==> src/rtl/mac_pkg.sv <==
// mac_pkg: shared types and widths for the MAC vector driver slice
package mac_pkg;
  localparam int OP_W        = 8;
  localparam int RES_W       = 16;
  localparam int DEF_DEPTH   = 8;
  localparam int DEF_TIMEOUT = 15;
  typedef enum logic [2:0] {LOAD, CLEAR, STREAM, DRAIN, REPORT} state_t;
endpackage

==> src/rtl/mac_pair_buffer.sv <==
// mac_pair_buffer: DEPTH-entry operand-pair store with write/read pointers
//   clk, reset     : clock, async active-high reset (pointers only)
//   we_i, wr_data_i: write {a,b} at the write pointer, then advance it
//   adv_i          : advance the read pointer after the current read
//   clr_i          : rewind both pointers for the next vector
//   rd_data_o      : pair at the registered read pointer
module mac_pair_buffer
  import mac_pkg::*;
#(
  parameter int DEPTH = DEF_DEPTH
) (
  input  logic                clk,
  input  logic                reset,
  input  logic                we_i,
  input  logic [2*OP_W-1:0]   wr_data_i,
  input  logic                adv_i,
  input  logic                clr_i,
  output logic [2*OP_W-1:0]   rd_data_o
);
  localparam int AW = $clog2(DEPTH);
  logic [2*OP_W-1:0] mem_q [DEPTH];
  logic [AW-1:0]     wr_ptr_q, rd_ptr_q;
  always_ff @(posedge clk or posedge reset)
    if (reset) begin
      wr_ptr_q <= '0;
      rd_ptr_q <= '0;
    end else if (clr_i) begin
      wr_ptr_q <= '0;
      rd_ptr_q <= '0;
    end else begin
      if (we_i) wr_ptr_q <= wr_ptr_q + 1'b1;
      if (adv_i) rd_ptr_q <= rd_ptr_q + 1'b1;
    end
  // Contents need no reset: a vector is always written before it is read.
  always_ff @(posedge clk)
    if (we_i) mem_q[wr_ptr_q] <= wr_data_i;
  assign rd_data_o = mem_q[rd_ptr_q];
endmodule

==> src/rtl/mac_vector_driver.sv <==
// mac_vector_driver: buffers a vector of operand pairs, streams it through a MAC, reports the dot product
//   in_valid/in_ready/in_a/in_b/in_last : upstream operand pairs
//   mac_clr/mac_a/mac_b/mac_valid       : drive the MAC
//   mac_f/mac_valid_out/mac_overflow    : MAC result and status
//   res_valid/res_ready/res_data/res_ovf/res_err/res_count : result handshake
module mac_vector_driver
  import mac_pkg::*;
#(
  parameter int DEPTH   = DEF_DEPTH,
  parameter int TIMEOUT = DEF_TIMEOUT
) (
  input  logic                  clk,
  input  logic                  reset,
  input  logic                  in_valid,
  output logic                  in_ready,
  input  logic [OP_W-1:0]       in_a,
  input  logic [OP_W-1:0]       in_b,
  input  logic                  in_last,
  output logic                  mac_clr,
  output logic [OP_W-1:0]       mac_a,
  output logic [OP_W-1:0]       mac_b,
  output logic                  mac_valid,
  input  logic [RES_W-1:0]      mac_f,
  input  logic                  mac_valid_out,
  input  logic                  mac_overflow,
  output logic                  res_valid,
  input  logic                  res_ready,
  output logic [RES_W-1:0]      res_data,
  output logic                  res_ovf,
  output logic                  res_err,
  output logic [$clog2(DEPTH):0] res_count
);
  localparam int CW = $clog2(DEPTH) + 1;
  localparam int TW = $clog2(TIMEOUT + 1);
  state_t            state_q, state_d;
  logic [CW-1:0]     count_q, sent_q, ret_q;
  logic [TW-1:0]     idle_q;
  logic [RES_W-1:0]  data_q;
  logic              ovf_q, err_q, clr_q;
  logic [2*OP_W-1:0] rd_data;
  logic              hs, ret_hit, timeout, accept_ret, done;
  assign hs         = in_valid && in_ready;
  assign ret_hit    = ret_q == count_q;
  assign timeout    = !mac_valid_out && idle_q == TW'(TIMEOUT - 1);
  // Returns past the vector length are dropped so the counter never wraps.
  assign accept_ret = mac_valid_out && (state_q == STREAM || state_q == DRAIN) && !ret_hit;
  assign done       = state_q == REPORT && res_ready;
  mac_pair_buffer #(.DEPTH(DEPTH)) u_buf (
    .clk       (clk),
    .reset     (reset),
    .we_i      (hs),
    .wr_data_i ({in_a, in_b}),
    .adv_i     (mac_valid),
    .clr_i     (done),
    .rd_data_o (rd_data)
  );
  always_ff @(posedge clk or posedge reset)
    if (reset) state_q <= LOAD;
    else state_q <= state_d;
  always_comb begin
    state_d = state_q;
    case (state_q)
      LOAD:    if (hs && (in_last || count_q == CW'(DEPTH - 1))) state_d = CLEAR;
      CLEAR:   state_d = STREAM;
      STREAM:  if (sent_q == count_q - 1'b1) state_d = DRAIN;
      DRAIN:   if (ret_hit || timeout) state_d = REPORT;
      REPORT:  if (res_ready) state_d = LOAD;
      default: state_d = LOAD;
    endcase
  end
  always_comb begin
    in_ready  = state_q == LOAD && !reset;
    mac_valid = state_q == STREAM;
    mac_a     = mac_valid ? rd_data[2*OP_W-1:OP_W] : '0;
    mac_b     = mac_valid ? rd_data[OP_W-1:0] : '0;
    res_valid = state_q == REPORT;
  end
  always_ff @(posedge clk or posedge reset)
    if (reset) begin
      count_q <= '0;
      sent_q  <= '0;
      ret_q   <= '0;
      idle_q  <= '0;
      data_q  <= '0;
      ovf_q   <= 1'b0;
      err_q   <= 1'b0;
      clr_q   <= 1'b1;
    end else begin
      clr_q <= state_d == CLEAR;
      if (hs) count_q <= count_q + 1'b1;
      if (state_q == CLEAR) begin
        data_q <= '0;
        ovf_q  <= 1'b0;
        err_q  <= 1'b0;
      end
      if (mac_valid) sent_q <= sent_q + 1'b1;
      if (accept_ret) begin
        ret_q  <= ret_q + 1'b1;
        data_q <= mac_f;
      end
      if (state_q == DRAIN) idle_q <= mac_valid_out ? '0 : idle_q + 1'b1;
      // The MAC overflow flag is sticky, so sampling it once on the way out is enough.
      if (state_q == DRAIN && state_d == REPORT) begin
        ovf_q <= mac_overflow;
        err_q <= !ret_hit;
      end
      if (done) begin
        count_q <= '0;
        sent_q  <= '0;
        ret_q   <= '0;
        idle_q  <= '0;
      end
    end
  assign mac_clr   = clr_q;
  assign res_data  = data_q;
  assign res_ovf   = ovf_q;
  assign res_err   = err_q;
  assign res_count = count_q;
endmodule
==> config.mk <==
export PLATFORM = sky130hd
export DESIGN_NAME = mac_vector_driver
export DESIGN_NICKNAME = d
export VERILOG_FILES = /design/src/rtl/mac_pkg.sv /design/src/rtl/mac_pair_buffer.sv /design/src/rtl/mac_vector_driver.sv
export SDC_FILE = /design/constraint.sdc
export NUM_CORES = 1
export LEC_CHECK = 0
export BUFFER_PORTS_ARGS = -buffer_cell sky130_fd_sc_hd__buf_2
export CAP_MARGIN = 10
export CORE_MARGIN = 2
export CORE_UTILIZATION = 55
export DETAILED_ROUTE_END_ITERATION = 10
export PLACE_DENSITY = 0.84
export SLEW_MARGIN = 20
export SYNTH_ARGS = -nofsm -noshare
export SYNTH_HDL_FRONTEND = slang
export SYNTH_SLANG_ARGS = --single-unit
==> constraint.sdc <==
create_clock -name clk -period 7.9 [get_ports clk]
set_input_delay 0.395 -clock clk [delete_from_list [all_inputs] [get_ports clk]]
set_output_delay 0.395 -clock clk [all_outputs]
set_load 0.01 [all_outputs]
==> reports/metrics.csv <==
metric,value,unit
status,"complete, no violations",
CTS Root Cell,clkbuf_16,
share of layout cells above drive strength 1,31.3,%
Fillers,830,
Synth Instances,434,
pin count of the biggest net entering global routing,37,
placed cells,674,
post-synthesis cell type count,47,
most frequent cells in the layout,"edfxtp_1 (128), buf_2 (80), nand2_1 (45), dfrtp_1 (42), nor2_1 (36)",
FMAX,0.356,GHz
area grow syn2layout,16.7,%
syn_area_per_cell,16.3,um2
nets@finish,568,
routed len/inst,19.8,um
leak pwr,3.15,nW
"commonest non-fill, non-tap cell in the layout",edfxtp_1,
Synth Cell Area,0.00707,mm2
relative slew slack,28.5,%
post-CTS setup buffer count,0,
worst skew pair latency,0.43,ns
detail-routed via count per cell,5.66,
final worst path period need,2.81,ns
Detailed Place HPWL,8.22,mm
pwr/cell area,359,mW/mm2
crit path DAT,2.42,ns
Post-synth EDFFs,128,
Worst Path Buf+Inv,2,
reg-to-reg endpoint,u_buf.mem_q[1][2],
ys async rst share,25.6,%
Worst-Margin Slew,1.07,ns
critical path class,flop to primary output,
all-layer global routing usage,21.7,%
HP Class,input port to async pin,
Buffers on Ports,80,
Syn. warnings,0,
setup violators final,0,
drt drc,0,
Die ar.,0.0138,mm2
synthesis-stage register bit count,172,
vias in the first global route,4132,
Post-Route Utilization,65.6,%
die width,117,um
Synth area leaders,"edfxtp_1 (54%), dfrtp_1 (15%), mux4_2 (10%), mux2i_1 (2.8%), nand2_1 (2.4%)",
first drt pass iteration count,4,
initial antenna violation count,0,
clock tree buffer depth,2,
Worst Path Required,7.51,ns
gpl congestion,0.811,
hold buffer count at CTS,0,
Main synth FF type,edfxtp_1,
initial DRC count,329,
TNS Setup,0,ns
Antenna Nets Post-Route,0,
"CTS clk-pin slew, worst paths",0.06,ns
Syn Nets,481,
grt ovf,0,
R2R depth,3,
RSZ-0062 raised after global routing,no,
sequential element share of the synthesized area,70.0,%
core box area,0.0126,mm2
startpoint types,flop,
first-pass GRT wire length,22.5,mm
post-route insts no fill,706,
num rows,41,
crit share post-route,35.6,%
diode count,0,
clk_skew,0.00614,ns
post-CTS sizing,0,
worst path cell trace,buf_4 > mux4_2 > mux2i_1 > nor2_1 > buf_2,
count of pins over their slew limit,0,
CTS Buf Count,17,
Initial Util,56.2,%
critical path's slowest cell,mux4_2,
CTS tree,yes,
Synth area leader,edfxtp_1,
die outline height,117,um
total power,2.96,mW
overall routed net length,14.0,mm
Peak VDD IR,0.000250,V
CP endpoint kind,primary output,
worst stage delay on the critical path,0.60,ns
post-synth top area share,54.4,%
max_cap viols,0,
crit-path max FO,34,
"worst slack, placed",5.52,ns
vias,3995,
CP top delay family,multiplexers,
CTS sink cnt,172,
Final Worst Setup Slack,5.09,ns
io pins,81,
final hold vios,0,
# H-tree levels,4,
Worst R2R Start,state_q[2],
flop-to-flop setup slack,5.47,ns
synth_stat cells, types with 2 or more instances:
cell	number
edfxtp_1	128
nand3b_1	2
and4_1	2
nand2_1	45
nand3_1	8
buf_4	4
inv_1	7
xor2_1	7
o21ai_0	19
clkbuf_2	2
nor2_1	36
a21oi_1	8
xnor2_1	12
buf_2	9
dfrtp_1	43
a31oi_1	2
mux2i_1	20
clkbuf_1	5
mux4_2	32
nor3_1	7
ha_1	8
nand2b_1	3
worst max-delay path by stage:
| stage | startpoint | end | slack (ns) | depth (start not counted) |
|---|---|---|---|---|
| after floorplan | state_q[1] | u_buf.mem_q[0][0] | 4.74 | 4 |
| after global placement | u_buf.rd_ptr_q[0] | mac_a[0] | 5.57 | 5 |
| after detailed placement | state_q[0] | u_buf.mem_q[1][1] | 5.52 | 3 |
| after CTS | u_buf.rd_ptr_q[0] | mac_a[0] | 5.03 | 5 |
| after global routing | u_buf.rd_ptr_q[0] | mac_a[0] | 4.95 | 5 |
| final | u_buf.rd_ptr_q[0] | mac_a[0] | 5.09 | 5 |
routing by layer:
metal	global-route usage, %	share of wire (%)	routed length (um)
met3	4.77	6.1	859
met2	34.5	50	6940
met1	28.7	41	5790
met5	0	0	0
met4	10.9	3.0	424
stage by stage:
stage | hold slack [ns] | instance area [um2]
2_1_floorplan | 0.471 | 7070
3_5_place_dp | 0.520 | 7670
3_3_place_gp | 0.493 | 7670
5_1_grt | 0.172 | 8240
4_1_cts | 0.136 | 8240
6_report | 0.109 | 8240
sequential cells by signal (all words and copies together), names as in the netlist:
name            count
res_data           16
sent_q              4
mac_clr             1
u_buf.mem_q       128
idle_q              4
res_err             1
u_buf.wr_ptr_q      3
ret_q               4
res_count           4
state_q             3
res_ovf             1
u_buf.rd_ptr_q      3
cell type report:
| cell class | instances | area [um2] | area share (%) |
|---|---|---|---|
| Inverter | 8 | 30.0 | 0.364 |
| Multi-Input combinational cell | 232 | 2000 | 24.3 |
| Timing Repair Buffer | 90 | 475 | 5.77 |
| Clock inverter | 15 | 146 | 1.78 |
| Tap cell | 172 | 215 | 2.61 |
| Clock buffer | 17 | 425 | 5.16 |
| Sequential cell | 172 | 4950 | 60.0 |
power breakdown:
group	internal [mW]	switching [mW]	leakage [nW]
Sequential	1.10	0.141	1.69
Clock	0.464	0.337	0.284
Combinational	0.421	0.493	1.17
Total	1.99	0.970	3.15
cell families after synthesis:
group           synth area share (%)
simple gates                    8.06
fa+ha+maj                       1.42
mux                             13.0
xor+xnor                        2.59
buf+inv                         2.11
flops                           70.0
compound gates                  2.82
Power figures use the tool's default switching activity.
